===== src/rtl/ball_horizontal_gen.sv =====
// Horizontal ball engine: move timing, direction latch, hit-driven speed-up,
// attract-mode wall bounce, off-screen miss pulses and horizontal video window.
// Ports:
//   clk7_159     pixel clock
//   reset        asynchronous active-high reset
//   _hblank      low during horizontal blank
//   vreset       one-clock frame-start pulse (moves happen here)
//   hit1/hit2    one-clock paddle hit pulses (left/right paddle)
//   rst_speed    level-sensitive speed reset
//   serve        ball in play; attract: attract mode (walls bounce)
//   l/r          ball direction (l = ~r)
//   hpos         ball left-edge position
//   speed_level  current speed level
//   miss_l/r     one-clock exit pulses
//   _hvid        active-low ball horizontal video (1-clk latency)
module ball_horizontal_gen #(
    parameter int PW             = 9,
    parameter int H_ACTIVE       = 256,
    parameter int BALL_W         = 4,
    parameter int BASE_SPEED     = 1,
    parameter int SPEED_LEVELS   = 3,
    parameter int HITS_PER_LEVEL = 4,
    localparam int SW            = $clog2(SPEED_LEVELS + 1)
) (
    input  logic          clk7_159,
    input  logic          reset,
    input  logic          _hblank,
    input  logic          vreset,
    input  logic          hit1,
    input  logic          hit2,
    input  logic          rst_speed,
    input  logic          serve,
    input  logic          attract,
    output logic          l,
    output logic          r,
    output logic [PW-1:0] hpos,
    output logic [SW-1:0] speed_level,
    output logic          miss_l,
    output logic          miss_r,
    output logic          _hvid
);

    localparam int MAXP   = H_ACTIVE - BALL_W;
    localparam int CENTRE = MAXP / 2;
    localparam int HMAX   = HITS_PER_LEVEL * (SPEED_LEVELS - 1);
    localparam int HW     = (HMAX > 0) ? $clog2(HMAX + 1) : 1;

    // One extra bit so over/underflow of a move is visible.
    typedef logic [PW:0] ext_t;

    logic [PW-1:0] hcnt;
    logic [HW-1:0] hc;
    logic          parked;
    logic          serve_q;

    logic          rise;
    logic          r_dir;
    logic          move;
    logic          over_r;
    logic          over_l;
    logic          in_ball;
    ext_t          pos_x;
    ext_t          step;
    ext_t          sum_r;
    ext_t          diff_l;

    logic [PW-1:0] hpos_n;
    logic          r_n;
    logic          parked_n;
    logic          miss_l_n;
    logic          miss_r_n;

    assign l           = ~r;
    assign speed_level = SW'(32'(hc) / HITS_PER_LEVEL);

    always_comb begin
        rise  = serve & ~serve_q;
        r_dir = r;
        if (hit1 & ~hit2)
            r_dir = 1'b1;
        else if (hit2 & ~hit1)
            r_dir = 1'b0;

        pos_x  = {1'b0, hpos};
        step   = ext_t'(BASE_SPEED) + ext_t'(speed_level);
        sum_r  = pos_x + step;
        diff_l = pos_x - step;
        // A serve edge on the same clock as vreset wins: no move that frame.
        move   = vreset & serve & ~parked & ~rise;
        over_r = r_dir & (sum_r > ext_t'(MAXP));
        over_l = ~r_dir & (step > pos_x);

        in_ball = _hblank & serve & ~parked
                & ({1'b0, hcnt} >= pos_x)
                & ({1'b0, hcnt} < pos_x + ext_t'(BALL_W));

        hpos_n   = hpos;
        r_n      = r_dir;
        parked_n = parked;
        miss_l_n = 1'b0;
        miss_r_n = 1'b0;

        if (rise) begin
            hpos_n   = PW'(CENTRE);
            parked_n = 1'b0;
        end else if (move) begin
            if (over_r) begin
                if (attract) begin
                    hpos_n = PW'(MAXP);
                    r_n    = 1'b0;
                end else begin
                    miss_r_n = 1'b1;
                    parked_n = 1'b1;
                end
            end else if (over_l) begin
                if (attract) begin
                    hpos_n = '0;
                    r_n    = 1'b1;
                end else begin
                    miss_l_n = 1'b1;
                    parked_n = 1'b1;
                end
            end else if (r_dir) begin
                hpos_n = sum_r[PW-1:0];
            end else begin
                hpos_n = diff_l[PW-1:0];
            end
        end
    end

    always_ff @(posedge clk7_159 or posedge reset) begin
        if (reset) begin
            hpos    <= PW'(CENTRE);
            r       <= 1'b1;
            hc      <= '0;
            parked  <= 1'b0;
            serve_q <= 1'b0;
            miss_l  <= 1'b0;
            miss_r  <= 1'b0;
            _hvid   <= 1'b1;
            hcnt    <= '0;
        end else begin
            hpos    <= hpos_n;
            r       <= r_n;
            parked  <= parked_n;
            serve_q <= serve;
            miss_l  <= miss_l_n;
            miss_r  <= miss_r_n;
            _hvid   <= ~in_ball;

            if (!_hblank)
                hcnt <= '0;
            else if (hcnt != '1)
                hcnt <= hcnt + PW'(1);

            if (rst_speed)
                hc <= '0;
            else if ((hit1 | hit2) && (32'(hc) < HMAX))
                hc <= hc + HW'(1);
        end
    end

endmodule


===== config.mk =====
export PLATFORM = sky130hd
export DESIGN_NAME = ball_horizontal_gen
export DESIGN_NICKNAME = d
export VERILOG_FILES = /design/src/rtl/ball_horizontal_gen.sv
export SDC_FILE = /design/constraint.sdc
export NUM_CORES = 1
export LEC_CHECK = 0
export BUFFER_PORTS_ARGS = -buffer_cell sky130_fd_sc_hd__buf_2
export CAP_MARGIN = 25
export CELL_PAD_IN_SITES_DETAIL_PLACEMENT = 0
export CELL_PAD_IN_SITES_GLOBAL_PLACEMENT = 1
export CORE_ASPECT_RATIO = 2
export CORE_MARGIN = 4
export CORE_UTILIZATION = 40
export DETAILED_ROUTE_END_ITERATION = 10
export PLACE_DENSITY_LB_ADDON = 0.1
export SLEW_MARGIN = 15
export SYNTH_ARGS = -nofsm -noshare
export SYNTH_HDL_FRONTEND = slang
export SYNTH_SLANG_ARGS = --single-unit

===== constraint.sdc =====
create_clock -name clk7_159 -period 2.5 [get_ports clk7_159]
set_input_delay 0.5 -clock clk7_159 [delete_from_list [all_inputs] [get_ports clk7_159]]
set_output_delay 0.5 -clock clk7_159 [all_outputs]
set_load 0.005 [all_outputs]

## Word-level counts from Yosys, hierarchy flattened

Cells that the tools add are included.

- Flip-flop bits (word level): 28
- Output and inout bits: 16
- Logic and storage cells: 83

- Add/sub/neg operators: 6
- Magnitude comparators: 5
- Equality and inequality tests: 4
- Muxes and demuxes: 32
- Bitwise logic cells: 21
- Reduce and logical (&&, ||, !) cells: 6

Operator list:

| kind | number |
|---|---|
| 9-bit two-way mux | 9 |
| 1-bit two-way mux | 21 |
| 1-bit AND | 12 |
| 9-bit by 3-bit adder with 10-bit output | 1 |
| 9-bit by 3-bit adder with 10-bit output (second input constant) | 1 |
| 10-bit by 8-bit > comparator with 1-bit output (second input constant) | 1 |
| 9-bit by 10-bit < comparator with 1-bit output | 1 |
| 9-bit by 1-bit adder with 9-bit output (second input constant) | 1 |
| 9-bit greater-or-equal comparator | 1 |
| 3-bit by 9-bit > comparator with 1-bit output | 1 |
| 9-bit != test (second input constant) | 1 |
| 9-bit by 3-bit subtractor with 9-bit output | 1 |
| 4-bit two-way mux | 2 |
| 1-bit inverter | 8 |
| 3-bit != test (second input constant) | 2 |
| 4-bit by 1-bit adder with 4-bit output (second input constant) | 1 |
| 4-bit < comparator (second input constant) | 1 |
| 2-bit nonzero test | 2 |
| 1-bit by 2-bit adder with 3-bit output (first input constant) | 1 |
| 3-bit AND reduction | 1 |
| 3-bit nonzero test | 1 |
| 2-bit by 1-bit != test with 1-bit output (second input constant) | 1 |
| 2-bit AND reduction | 1 |
| 1-bit logical AND | 1 |
| 1-bit OR | 1 |

## Logic depth before layout (Yosys ltp)

Gate-level depths: netlist (run 1).

- Depth in word-level cells: 10
- Mapped depth: 11
- Mapped depth without buffers: 10

## Least setup slack after synthesis (run 1)

Ideal clock, no wire load.

- Path kind: reg2reg
- Start: reg hc[2]
- End: reg hpos[7]
- Setup time: 0.077 ns
- Arrival: 2.571 ns
- Required time: 2.423 ns
- Slack: -0.148 ns
- Cell stages (with the launch flop): 10
- Path buffers: 0
- Path through: dfrtp_1 > ha_1 > fa_1 > xor2_1 > or4_1 > a21oi_2 > o21ai_2 > o21a_4 > o22a_1 > o21ai_1

- Word-level cells in the longest chain between the ends: 7

RTL lines:

| element | RTL line | source |
|---|---|---|
| start: declaration | 52 | `logic [HW-1:0] hc;` |
| start signal: assignment | 159 | `hc <= hc + HW'(1);` |
| 1-bit by 2-bit adder with 3-bit output * | 85 | `step = ext_t'(BASE_SPEED) + ext_t'(speed_level);` |
| 9-bit by 3-bit adder with 10-bit output, or another cell as far along | 86 | `sum_r = pos_x + step;` |
| 10-bit by 8-bit > comparator with 1-bit output, or another cell as far along | 90 | `over_r = r_dir & (sum_r > ext_t'(MAXP));` |
| 1-bit AND or 9-bit two-way mux (tied branches) | 90, 115 |  |
| 9-bit two-way mux | 107 | `if (over_r) begin` |
| 9-bit two-way mux | 106 | `end else if (move) begin` |
| 9-bit two-way mux | 103 | `if (rise) begin` |
| end signal: assignment | 133 | `hpos <= PW'(CENTRE);` |
| end signal: assignment | 143 | `hpos <= hpos_n;` |
| end: declaration | 36 | `output logic [PW-1:0] hpos,` |

Mark *: on every way between the ends. The rest lies on a longest branch, timed or not. The select of a mux whose other input is x is not followed.
A chain may end at the register's enable or synchronous reset.

## Worst setup path in the final report (run 1)

Ends and elaborated chain as after synthesis.

==> impl_summary.log, run 1 <==
[metrics] slew of the pin with the lowest slew margin: 0.449 ns
[metrics] Final Max Slew Viols: 0
[metrics] Period Utilization, post-route: 1.05
[metrics] R2R Path End: hpos[7]$_DFFE_PP0P_
[metrics] critical path cell sequence: ha_4 -> fa_2 -> nor2b_1 -> or4_1 -> a21oi_2 -> o21ai_4 -> o21a_4 -> o22a_1 -> o21ai_1
[metrics] Max Fanout on Critical Path: 7
[metrics] standard cell area after detailed placement: 0.00264 sq mm
[metrics] Hold Vio Cnt, Final: 0
[metrics] utilization after layout: 0.507
[metrics] number of synthesized register bits: 28
[metrics] final worst-path setup slack: -0.114 ns
[metrics] highest clock rate: 0.383 GHz
[metrics] number of buffers added by the clock tree synthesis step: 3
[metrics] antenna cell count: 0
[metrics] mean area per synthesized cell: 8.69 sq um
[metrics] clock slew at reported path FFs: 0.11 ns
[metrics] gate count of the mapped netlist: 263
[metrics] final layout net count: 348
[metrics] Netlist cell types: 54
[metrics] routed vias/inst: 5.49
[metrics] final wirelength: 6590 um
[metrics] number of port buffers: 24
[metrics] fill count: 548
[metrics] width of the die: 61.4 um
[metrics] failing checks: setup timing
[metrics] top flip-flop cell by instance count after synthesis: sky130_fd_sc_hd__dfrtp_1
[metrics] maxcap violations: 0
[metrics] startpoint-to-endpoint class of the critical path: flip-flop to flip-flop
[metrics] Startpoint Class: flip-flop
[metrics] data arrival time of the worst path: 2.83 ns
[metrics] Max IR drop VDD: 0.516 mV
[metrics] standard-cell row count: 38
[metrics] number of clock sinks seen by CTS: 28
[metrics] ANT nets after route: 0
[metrics] area of all placed cells without fillers: 0.00277 sq mm
[metrics] Worst R2R Start: hc[2]$_DFFE_PP0P_
[metrics] worst-skew pair later-pin latency: 0.29 ns
[metrics] pin count of the biggest net entering global routing: 29
[metrics] number of warnings printed during yosys synthesis: 0
[metrics] Req. time, crit path: 2.71 ns
[metrics] gr ovfl total: 0
[metrics] fraction of final layout cells sized beyond drive strength 1: 0.269
[metrics] placeable core region: 0.00547 sq mm
[metrics] worst setup skew after layout: 0.00869 ns
[metrics] final critical delay including setup and external delays: 2.61 ns
[metrics] layout overhead on the synthesized area: 21.3%
[metrics] post-cts hold buffer count: 0
[metrics] master of the slowest instance on the critical path: sky130_fd_sc_hd__fa_2
[metrics] sequential cell area in the final layout: 712 sq um
[metrics] Tot GR Track Use: 0.206
[metrics] largest incremental delay on the critical path: 0.54 ns
[metrics] worst hold-check path type: primary input to asynchronous set/reset pin
[metrics] endpoint kind of the worst setup timing path: flip-flop
[metrics] count of boundary I/O pins: 25
[metrics] DR DRC count: 0
[metrics] status: finished, violations left
[metrics] RSZ-0062 raised after global routing: true
[metrics] 1st-iter DRT viols: 85
[metrics] number of antenna violations at the first check in global routing: 0
[metrics] Post-Place Worst Slack: -0.109 ns
[metrics] share of synthesized flip-flops with an asynchronous set or reset: 1.00
[metrics] nets in the synthesized netlist: 301
[metrics] final weighted congestion in routability-driven placement: 0.878
[metrics] worst slack on hold paths: 0.275 ns
[metrics] initial core utilization: 0.418
[metrics] Rel. slew slack: 0.699
[metrics] clock tree root buffer cell: sky130_fd_sc_hd__clkbuf_8
[metrics] sum of negative setup slack: -0.484 ns
[metrics] routed len/inst: 17.9 um
[metrics] die outline height: 115 um
[metrics] worst r2r path cells: 9
[metrics] global-route wire length before repair: 10800 um
[metrics] Seq/Total Area, Yosys: 0.311
[metrics] final setup vio count: 9
[metrics] Post-synth EDFFs: 0
[metrics] post-synthesis cell area: 0.00228 sq mm
[metrics] Static Leakage: 0.00130 uW
[metrics] half-perimeter wire length after placement: 5320 um
[metrics] Initial DRT Pass Iterations: 4
[metrics] Clock H-tree levels: 1
[metrics] worst-case clock buffer depth: 2
[metrics] clock tree from TritonCTS: yes
[metrics] Reg2Reg Setup Slack: -0.11 ns
[metrics] combined area of the multi-input logic cells: 0.00152 sq mm
[metrics] floorplan die area: 0.00706 sq mm
[metrics] power per cell area: 785 mW/mm^2
[metrics] number of global-route vias before repair: 2193
[metrics] vias: 2025
-- worst max path at each step --
stage          slack [ns]               from                   to  cells past startpoint
2_1_floorplan       -0.01  hc[2]$_DFFE_PP0P_  hpos[7]$_DFFE_PP0P_                     10
3_3_place_gp        -0.05  hc[2]$_DFFE_PP0P_  hpos[7]$_DFFE_PP0P_                      9
3_5_place_dp        -0.11  hc[2]$_DFFE_PP0P_  hpos[7]$_DFFE_PP0P_                      9
4_1_cts             -0.10  hc[2]$_DFFE_PP0P_  hpos[7]$_DFFE_PP0P_                      9
5_1_grt             -0.18  hc[2]$_DFFE_PP0P_  hpos[7]$_DFFE_PP0P_                      9
6_report            -0.11  hc[2]$_DFFE_PP0P_  hpos[7]$_DFFE_PP0P_                      9
-- state kept, by name (all words and copies together) (netlist names) --
| signal | count |
|---|---|
| hpos | 9 |
| miss_r | 1 |
| _hvid | 1 |
| miss_l | 1 |
| hc | 4 |
| hcnt | 9 |
| serve_q | 1 |
| r | 1 |
| parked | 1 |
-- metal layers --
metal	routed length, um	GRT usage
met1	2200	0.203
met4	223	0.0822
met2	4020	0.407
met3	158	0.0202
met5	0	0
-- critical path: cells and delay by family (launching register included) --
kind | cells | cell delay, ns
simple gates | 2 | 0.45
fa+ha+maj | 2 | 0.80
flops | 1 | 0.46
compound gates | 5 | 0.81
-- Yosys cell counts, drive strengths merged, types with 2 or more instances --
cell	count	share of area
nor3	4	0.0088
buf	4	0.011
fa	2	0.018
nor2	18	0.030
nand2b	2	0.0055
nor4	3	0.0082
mux2i	4	0.018
xnor2	15	0.058
nand4	3	0.0082
or3	3	0.0082
ha	27	0.15
and2	10	0.027
xor2	2	0.0077
o21a	3	0.013
o21ai	16	0.037
a31oi	3	0.0082
nand2	24	0.041
dfstp	8	0.092
clkbuf	4	0.0066
nand3	8	0.020
nor2b	7	0.019
o32ai	3	0.012
o31ai	2	0.0066
inv	23	0.038
o2111ai	2	0.0077
a21oi	22	0.051
dfrtp	20	0.22
or2	2	0.0055
-- report_power, final --
| group | total, uW | internal [uW] | switching, uW | leakage, uW |
|---|---|---|---|---|
| registers | 622 | 529 | 92.3 | 0.000353 |
| logic | 1180 | 553 | 626 | 0.000912 |
| clock network | 376 | 215 | 161 | 0.0000357 |
-- kinds of logic (layout without fill, tap and decap cells) --
group                    after synthesis  after routing  share of synthesized area
buffers and inverters                 31             76                     0.0553
adder cells (fa/ha/maj)               29             29                      0.165
XOR/XNOR                              17             17                     0.0652
flip-flops                            28             28                      0.311
AO/OA/AOI/OAI                         65             66                      0.188
multiplexers                           4              4                     0.0175
AND/OR/NAND/NOR                       89             89                      0.198
-- placed cells by master (no fill, tap or decap), types with 11 or more instances in the layout --
| master | count |
|---|---|
| sky130_fd_sc_hd__buf_2 | 24 |
| sky130_fd_sc_hd__xnor2_1 | 15 |
| sky130_fd_sc_hd__buf_4 | 25 |
| sky130_fd_sc_hd__nand2_1 | 23 |
| sky130_fd_sc_hd__ha_1 | 25 |
| sky130_fd_sc_hd__nor2_1 | 17 |
| sky130_fd_sc_hd__o21ai_0 | 11 |
| sky130_fd_sc_hd__a21oi_1 | 19 |
| sky130_fd_sc_hd__dfrtp_1 | 19 |
| sky130_fd_sc_hd__inv_1 | 22 |
-- timing repair --
action,in CTS,in global routing
endpoints found under the setup margin,9,11
gates cloned,1,0
resized for setup,4,7
pin swaps,2,4
buffers inserted,1,1
-- final cells by class --
type,instances,area share
Clock buffer,3,0.0149
Clock inverter,1,0.0108
Inverter,23,0.0312
Multi-Input combinational cell,205,0.548
Sequential cell,28,0.257
Tap cell,60,0.0271
Timing Repair Buffer,49,0.111
-- metrics by stage --
step / instances / power, uW
after CTS: 368 / 2180
after detailed placement: 362 / 1780
after floorplan: 263 / 1320
after global routing: 369 / 2370
after global placement: 362 / 1770
final: 369 / 2180
(Power assumes the default switching activity.)
==> run 2, diff against run 1 <==
Settings changed: CORE_UTILIZATION 40 to 30.
==> run 2 against run 1 <==
The run still ends with setup timing left. Largest power group unchanged. Total power is 7.8% higher. Count of clock-buffer cells in the layout stayed put. Clock power is 34% higher. Sequential share of layout area is 1.1 points lower. Highest routed layer unchanged. Critical endpoint unchanged. Register-to-register slack hardly changed. Setup slack better by 0.011 ns. Die area is 30% higher.
==> impl_summary.log, run 2 (synthesis results as in run 1) <==
[metrics] Clock H-tree levels: 1
[metrics] clock tree root buffer cell: sky130_fd_sc_hd__clkbuf_16
[metrics] critical path cell sequence: ha_4 -> fa_2 -> nor2b_1 -> or4_1 -> a21oi_2 -> o21ai_4 -> o21a_4 -> o22a_1 -> o21ai_2
[metrics] number of buffer and inverter instances along the worst setup path: 0
[metrics] ANT nets after route: 0
[metrics] worst slack on hold paths: 0.289 ns
[metrics] clock tree from TritonCTS: yes
[metrics] count of non-filler cells in the finished layout: 406
[metrics] width of the die: 69.7 um
[metrics] vias: 2082
[metrics] Startpoint Class: flip-flop
[metrics] gr ovfl total: 0
[metrics] most frequent cells in the layout: 30 x sky130_fd_sc_hd__buf_4, 24 x sky130_fd_sc_hd__ha_1, 24 x sky130_fd_sc_hd__buf_2
[metrics] R2R Path End: hpos[7]$_DFFE_PP0P_
[metrics] post-cts hold buffer count: 0
[metrics] final weighted congestion in routability-driven placement: 0.824
[metrics] antenna cell count: 0
[metrics] maxcap violations: 0
[metrics] failing checks: setup timing
[metrics] final wirelength: 7310 um
[metrics] endpoint kind of the worst setup timing path: flip-flop
[metrics] 1st-iter DRT viols: 71
[metrics] Static Leakage: 0.00135 uW
[metrics] RSZ-0062 raised after global routing: true
[metrics] placeable core region: 0.00732 sq mm
[metrics] die outline height: 131 um
[metrics] worst r2r path cells: 9
[metrics] Final Max Slew Viols: 0
[metrics] half-perimeter wire length after placement: 5980 um
[metrics] power per cell area: 811 mW/mm^2
[metrics] final worst-path setup slack: -0.102 ns
[metrics] clock slew at reported path FFs: 0.08 ns
[metrics] highest clock rate: 0.384 GHz
[metrics] post-layout power: 2350 uW
[metrics] Hold Vio Cnt, Final: 0
[metrics] worst setup skew after layout: 0.00621 ns
[metrics] count of boundary I/O pins: 25
[metrics] number of clock sinks seen by CTS: 28
[metrics] fraction of final layout cells sized beyond drive strength 1: 0.274
[metrics] Rel. slew slack: 0.732
[metrics] floorplan die area: 0.00916 sq mm
[metrics] Tot GR Track Use: 0.164
[metrics] utilization after layout: 0.395
[metrics] final critical delay including setup and external delays: 2.60 ns
[metrics] leading registers by flop count: hcnt (9), hpos (9), hc (4)
[metrics] worst hold-check path type: primary input to asynchronous set/reset pin
[metrics] data arrival time of the worst path: 2.81 ns
[metrics] master of the slowest instance on the critical path: sky130_fd_sc_hd__fa_2
[metrics] combined area of the multi-input logic cells: 0.00152 sq mm
[metrics] sequential cell area in the final layout: 712 sq um
[metrics] Worst R2R Start: hc[3]$_DFFE_PP0P_
[metrics] final setup vio count: 9
[metrics] Max Fanout on Critical Path: 8
[metrics] Post-Place Worst Slack: -0.0628 ns
[metrics] Reg2Reg Setup Slack: -0.10 ns
[metrics] number of antenna violations at the first check in global routing: 0
[metrics] dpl cells: 399
[metrics] status: finished, violations left
[metrics] routed vias/inst: 5.13
[metrics] largest incremental delay on the critical path: 0.54 ns
[metrics] Initial DRT Pass Iterations: 4
[metrics] worst-case clock buffer depth: 2
[metrics] layout overhead on the synthesized area: 26.6%
[metrics] initial core utilization: 0.312
[metrics] slew of the pin with the lowest slew margin: 0.399 ns
[metrics] standard-cell row count: 44
[metrics] Req. time, crit path: 2.71 ns
[metrics] DR DRC count: 0
[metrics] number of global-route vias before repair: 2307
[metrics] most frequent standard cell in the layout excluding fill and tap cells: sky130_fd_sc_hd__buf_4
[metrics] Max IR drop VDD: 0.289 mV
[metrics] number of port buffers: 24
[metrics] Period Utilization, post-route: 1.04
[metrics] worst-skew pair later-pin latency: 0.28 ns
[metrics] fill count: 759
[metrics] number of buffers added by the clock tree synthesis step: 3
[metrics] final layout net count: 353
[metrics] global-route wire length before repair: 11600 um
[metrics] routed len/inst: 18.0 um
[metrics] startpoint-to-endpoint class of the critical path: flip-flop to flip-flop
[metrics] pin count of the biggest net entering global routing: 29
[metrics] family with the most delay on the worst path: compound AO/OA/AOI/OAI gates
-- run 2: worst register-to-register path, delay by kind of cell (launching register included) --
family / cells / cell delay (ns)
AOI/OAI and AO/OA: 5 / 0.86
adders and majority gates: 2 / 0.80
DFF: 1 / 0.42
and+or+nand+nor: 2 / 0.46
-- run 2: per-stage QoR --
stage,TNS (ns),cell area (sq um)
6_report,-0.448,2890
5_1_grt,-1.28,2890
4_1_cts,-0.597,2870
3_5_place_dp,-0.255,2720
3_3_place_gp,-0.364,2720
2_1_floorplan,-0.0120,2310
-- run 2: power breakdown --
group / internal, uW / switching [uW] / total [uW]
combinational: 574 / 650 / 1220
sequential: 529 / 91.3 / 620
clock: 320 / 182 / 502
total: 1420 / 923 / 2350
-- run 2: layer usage --
metal / up-vias / track usage / share of wire
li1: 1030 / - / -
met2: 37 / 0.340 / 0.59
met1: 998 / 0.146 / 0.33
met4: 0 / 0.0938 / 0.055
met3: 17 / 0.0122 / 0.020
met5: - / 0 / 0
-- run 2: cell type report --
| type | instances | share of cell area |
|---|---|---|
| Tap cell | 92 | 0.0398 |
| Inverter | 23 | 0.0298 |
| Timing Repair Buffer | 55 | 0.123 |
| Clock inverter | 1 | 0.0104 |
| Clock buffer | 3 | 0.0260 |
| Sequential cell | 28 | 0.246 |
| Multi-Input combinational cell | 204 | 0.525 |
-- run 2: worst max path at each step --
| stage | startpoint | to | depth (start not counted) |
|---|---|---|---|
| after floorplan | hc[2]$_DFFE_PP0P_ | hpos[7]$_DFFE_PP0P_ | 10 |
| after global placement | hc[2]$_DFFE_PP0P_ | hpos[5]$_DFFE_PP1P_ | 11 |
| after detailed placement | hc[2]$_DFFE_PP0P_ | hpos[4]$_DFFE_PP1P_ | 11 |
| after CTS | hc[2]$_DFFE_PP0P_ | hpos[7]$_DFFE_PP0P_ | 9 |
| after global routing | hc[3]$_DFFE_PP0P_ | hpos[7]$_DFFE_PP0P_ | 9 |
| final | hc[3]$_DFFE_PP0P_ | hpos[7]$_DFFE_PP0P_ | 9 |
-- run 2: timing repair --
item,in CTS,in global routing
setup endpoints to repair,9,10
resized for setup,6,6
setup buffers,3,0
pin swaps,3,6
==> run 3, diff against run 2 <==
Settings changed: ABC_CLOCK_PERIOD_IN_PS set to 2840, SETUP_SLACK_MARGIN set to 0.05.
Clock period 2.5 ns to 2.84 ns, I/O delays scaled along.
==> run 3 against run 2 <==
First-iteration DRC count is 20% lower. Maximum frequency is 0.95% lower. Worst hold slack improved by 0.069 ns. Clock skew shrank 0.0045 ns. Global-route usage down 0.54 points. Critical path type unchanged. Combinational power fell by 25%. Largest power group unchanged. The run now ends clean. Cell count decreased by 5.7%. Sequential share of layout area rose by 2.1 points. Cell area decreased by 7.8%. Count of clock-buffer cells in the layout did not move. Flip-flop and latch count unchanged. Register-to-register slack better by 0.32 ns.
==> impl_summary.log, run 3 (synthesis results as in run 1) <==
[metrics] gr ovfl total: 0
[metrics] standard-cell row count: 44
[metrics] initial core utilization: 0.312
[metrics] number of buffers added by the clock tree synthesis step: 3
[metrics] worst-case clock buffer depth: 2
[metrics] power per cell area: 720 mW/mm^2
[metrics] standard cell area after detailed placement: 0.00254 sq mm
[metrics] most frequent cells in the layout: 24 x sky130_fd_sc_hd__ha_1, 24 x sky130_fd_sc_hd__buf_2, 23 x sky130_fd_sc_hd__inv_1, 23 x sky130_fd_sc_hd__nand2_1, 20 x sky130_fd_sc_hd__a21oi_1
[metrics] number of clock sinks seen by CTS: 28
[metrics] Final Max Slew Viols: 0
[metrics] half-perimeter wire length after placement: 5630 um
[metrics] worst setup skew after layout: 0.00166 ns
[metrics] Req. time, crit path: 3.04 ns
[metrics] maxcap violations: 0
[metrics] master of the slowest instance on the critical path: sky130_fd_sc_hd__fa_2
[metrics] clock tree from TritonCTS: yes
[metrics] routed len/inst: 18.0 um
[metrics] endpoint kind of the worst setup timing path: flip-flop
[metrics] largest incremental delay on the critical path: 0.54 ns
[metrics] Max Fanout on Critical Path: 9
[metrics] Startpoint Class: flip-flop
[metrics] critical path cell sequence: inv_1 -> ha_2 -> fa_2 -> nor2b_1 -> or4_1 -> a21oi_2 -> o21ai_2 -> o21a_4 -> o22a_1 -> o21ai_1
[metrics] global-route wire length before repair: 11100 um
[metrics] total of cells resized after clock tree synthesis: 0
[metrics] final setup vio count: 0
[metrics] Initial DRT Pass Iterations: 4
[metrics] sum of negative setup slack: 0 ns
[metrics] final wirelength: 6880 um
[metrics] width of the die: 69.7 um
[metrics] final critical delay including setup and external delays: 2.63 ns
[metrics] layout overhead on the synthesized area: 16.7%
[metrics] die outline height: 131 um
[metrics] placeable core region: 0.00732 sq mm
[metrics] highest clock rate: 0.381 GHz
[metrics] 1st-iter DRT viols: 57
[metrics] leading registers by flop count: hcnt (9), hpos (9), hc (4)
[metrics] count of boundary I/O pins: 25
[metrics] startpoint-to-endpoint class of the critical path: flip-flop to flip-flop
[metrics] slew of the pin with the lowest slew margin: 0.474 ns
[metrics] clock tree root buffer cell: sky130_fd_sc_hd__clkbuf_16
[metrics] routed vias/inst: 5.18
[metrics] number of port buffers: 24
[metrics] RSZ-0062 raised after global routing: true
[metrics] Hold Vio Cnt, Final: 0
[metrics] floorplan die area: 0.00916 sq mm
[metrics] status: finished, final reports clean
[metrics] Max IR drop VDD: 0.258 mV
[metrics] area of all placed cells without fillers: 0.00267 sq mm
[metrics] clock slew at reported path FFs: 0.07 ns
[metrics] data arrival time of the worst path: 2.83 ns
[metrics] Period Utilization, post-route: 0.925
[metrics] Tot GR Track Use: 0.159
[metrics] final layout net count: 330
[metrics] worst hold-check path type: primary input to asynchronous set/reset pin
[metrics] vias: 1983
[metrics] Rel. slew slack: 0.683
[metrics] Post-CTS Setup Inserts: 0
[metrics] DR DRC count: 0
[metrics] Static Leakage: 0.00123 uW
[metrics] final weighted congestion in routability-driven placement: 0.783
[metrics] post-cts hold buffer count: 0
[metrics] ANT nets after route: 0
[metrics] worst-skew pair later-pin latency: 0.28 ns
[metrics] post-layout power: 1920 uW
[metrics] number of antenna violations at the first check in global routing: 0
[metrics] antenna cell count: 0
[metrics] fraction of final layout cells sized beyond drive strength 1: 0.196
[metrics] pin count of the biggest net entering global routing: 29
[metrics] number of global-route vias before repair: 2087
[metrics] Clock H-tree levels: 1
[run 3: changes by cell type in the layout (fill, tap and decap cells not counted), sizes merged]
cell,previous run,this run
buf,55,32
[run 3: critical path: cells and delay by family, from the launching register on]
kind,cells,cell delay [ns]
buffers and inverters,1,0.11
adders and majority gates,2,0.76
and+or+nand+nor,2,0.46
DFF,1,0.41
AOI/OAI and AO/OA,5,0.81
[run 3: cell type report]
class                      count  area, sq um
tap                           92          115
sequential                    28          712
inverter                      23         86.3
fill                         793         4660
clock inverter                 1         30.0
clock buffer                   3         75.1
timing repair buffer          32          180
multi-input combinational    204         1470
[run 3: through the flow]
| stage | hold WS [ns] | instances | utilization | setup slack (ns) |
|---|---|---|---|---|
| final | 0.358 | 383 | 0.364 | 0.213 |
| after global routing | 0.396 | 383 | 0.364 | 0.0353 |
| after CTS | 0.372 | 383 | 0.361 | 0.117 |
| after detailed placement | 0.514 | 379 | 0.347 | 0.138 |
| after global placement | 0.507 | 379 | 0.347 | 0.199 |
| after floorplan | 0.485 | 263 | - | 0.192 |
[run 3: path summary, 6_finish.rpt]
kind,from,end,slack (ns),cells past startpoint
setup / recovery,hc[2]$_DFFE_PP0P_,hpos[7]$_DFFE_PP0P_,0.21,10
hold / removal,reset,hcnt[0]$_DFFE_PP0P_,0.36,3
setup reg to reg,hc[2]$_DFFE_PP0P_,hpos[7]$_DFFE_PP0P_,0.21,10
hold reg to reg,parked$_DFFE_PP0P_,parked$_DFFE_PP0P_,0.54,2
max in group asynchronous,reset,hpos[4]$_DFFE_PP1P_,2.16,3
min in group clk7_159,serve,serve_q$_DFF_PP0_,0.42,1
[run 3: metal layers]
layer / share of wire / global-route usage / up-vias
met2: 0.60 / 0.311 / 34
met1: 0.34 / 0.155 / 952
li1: - / - / 981
met5: 0 / 0 / -
met3: 0.020 / 0.0199 / 16
met4: 0.043 / 0.0853 / 0
[run 3: where the power goes]
part	leakage [uW]	total [uW]	switching [uW]	internal (uW)
logic	0.000826	919	514	405
clock network	0.0000511	442	160	282
registers	0.000353	558	92.1	466
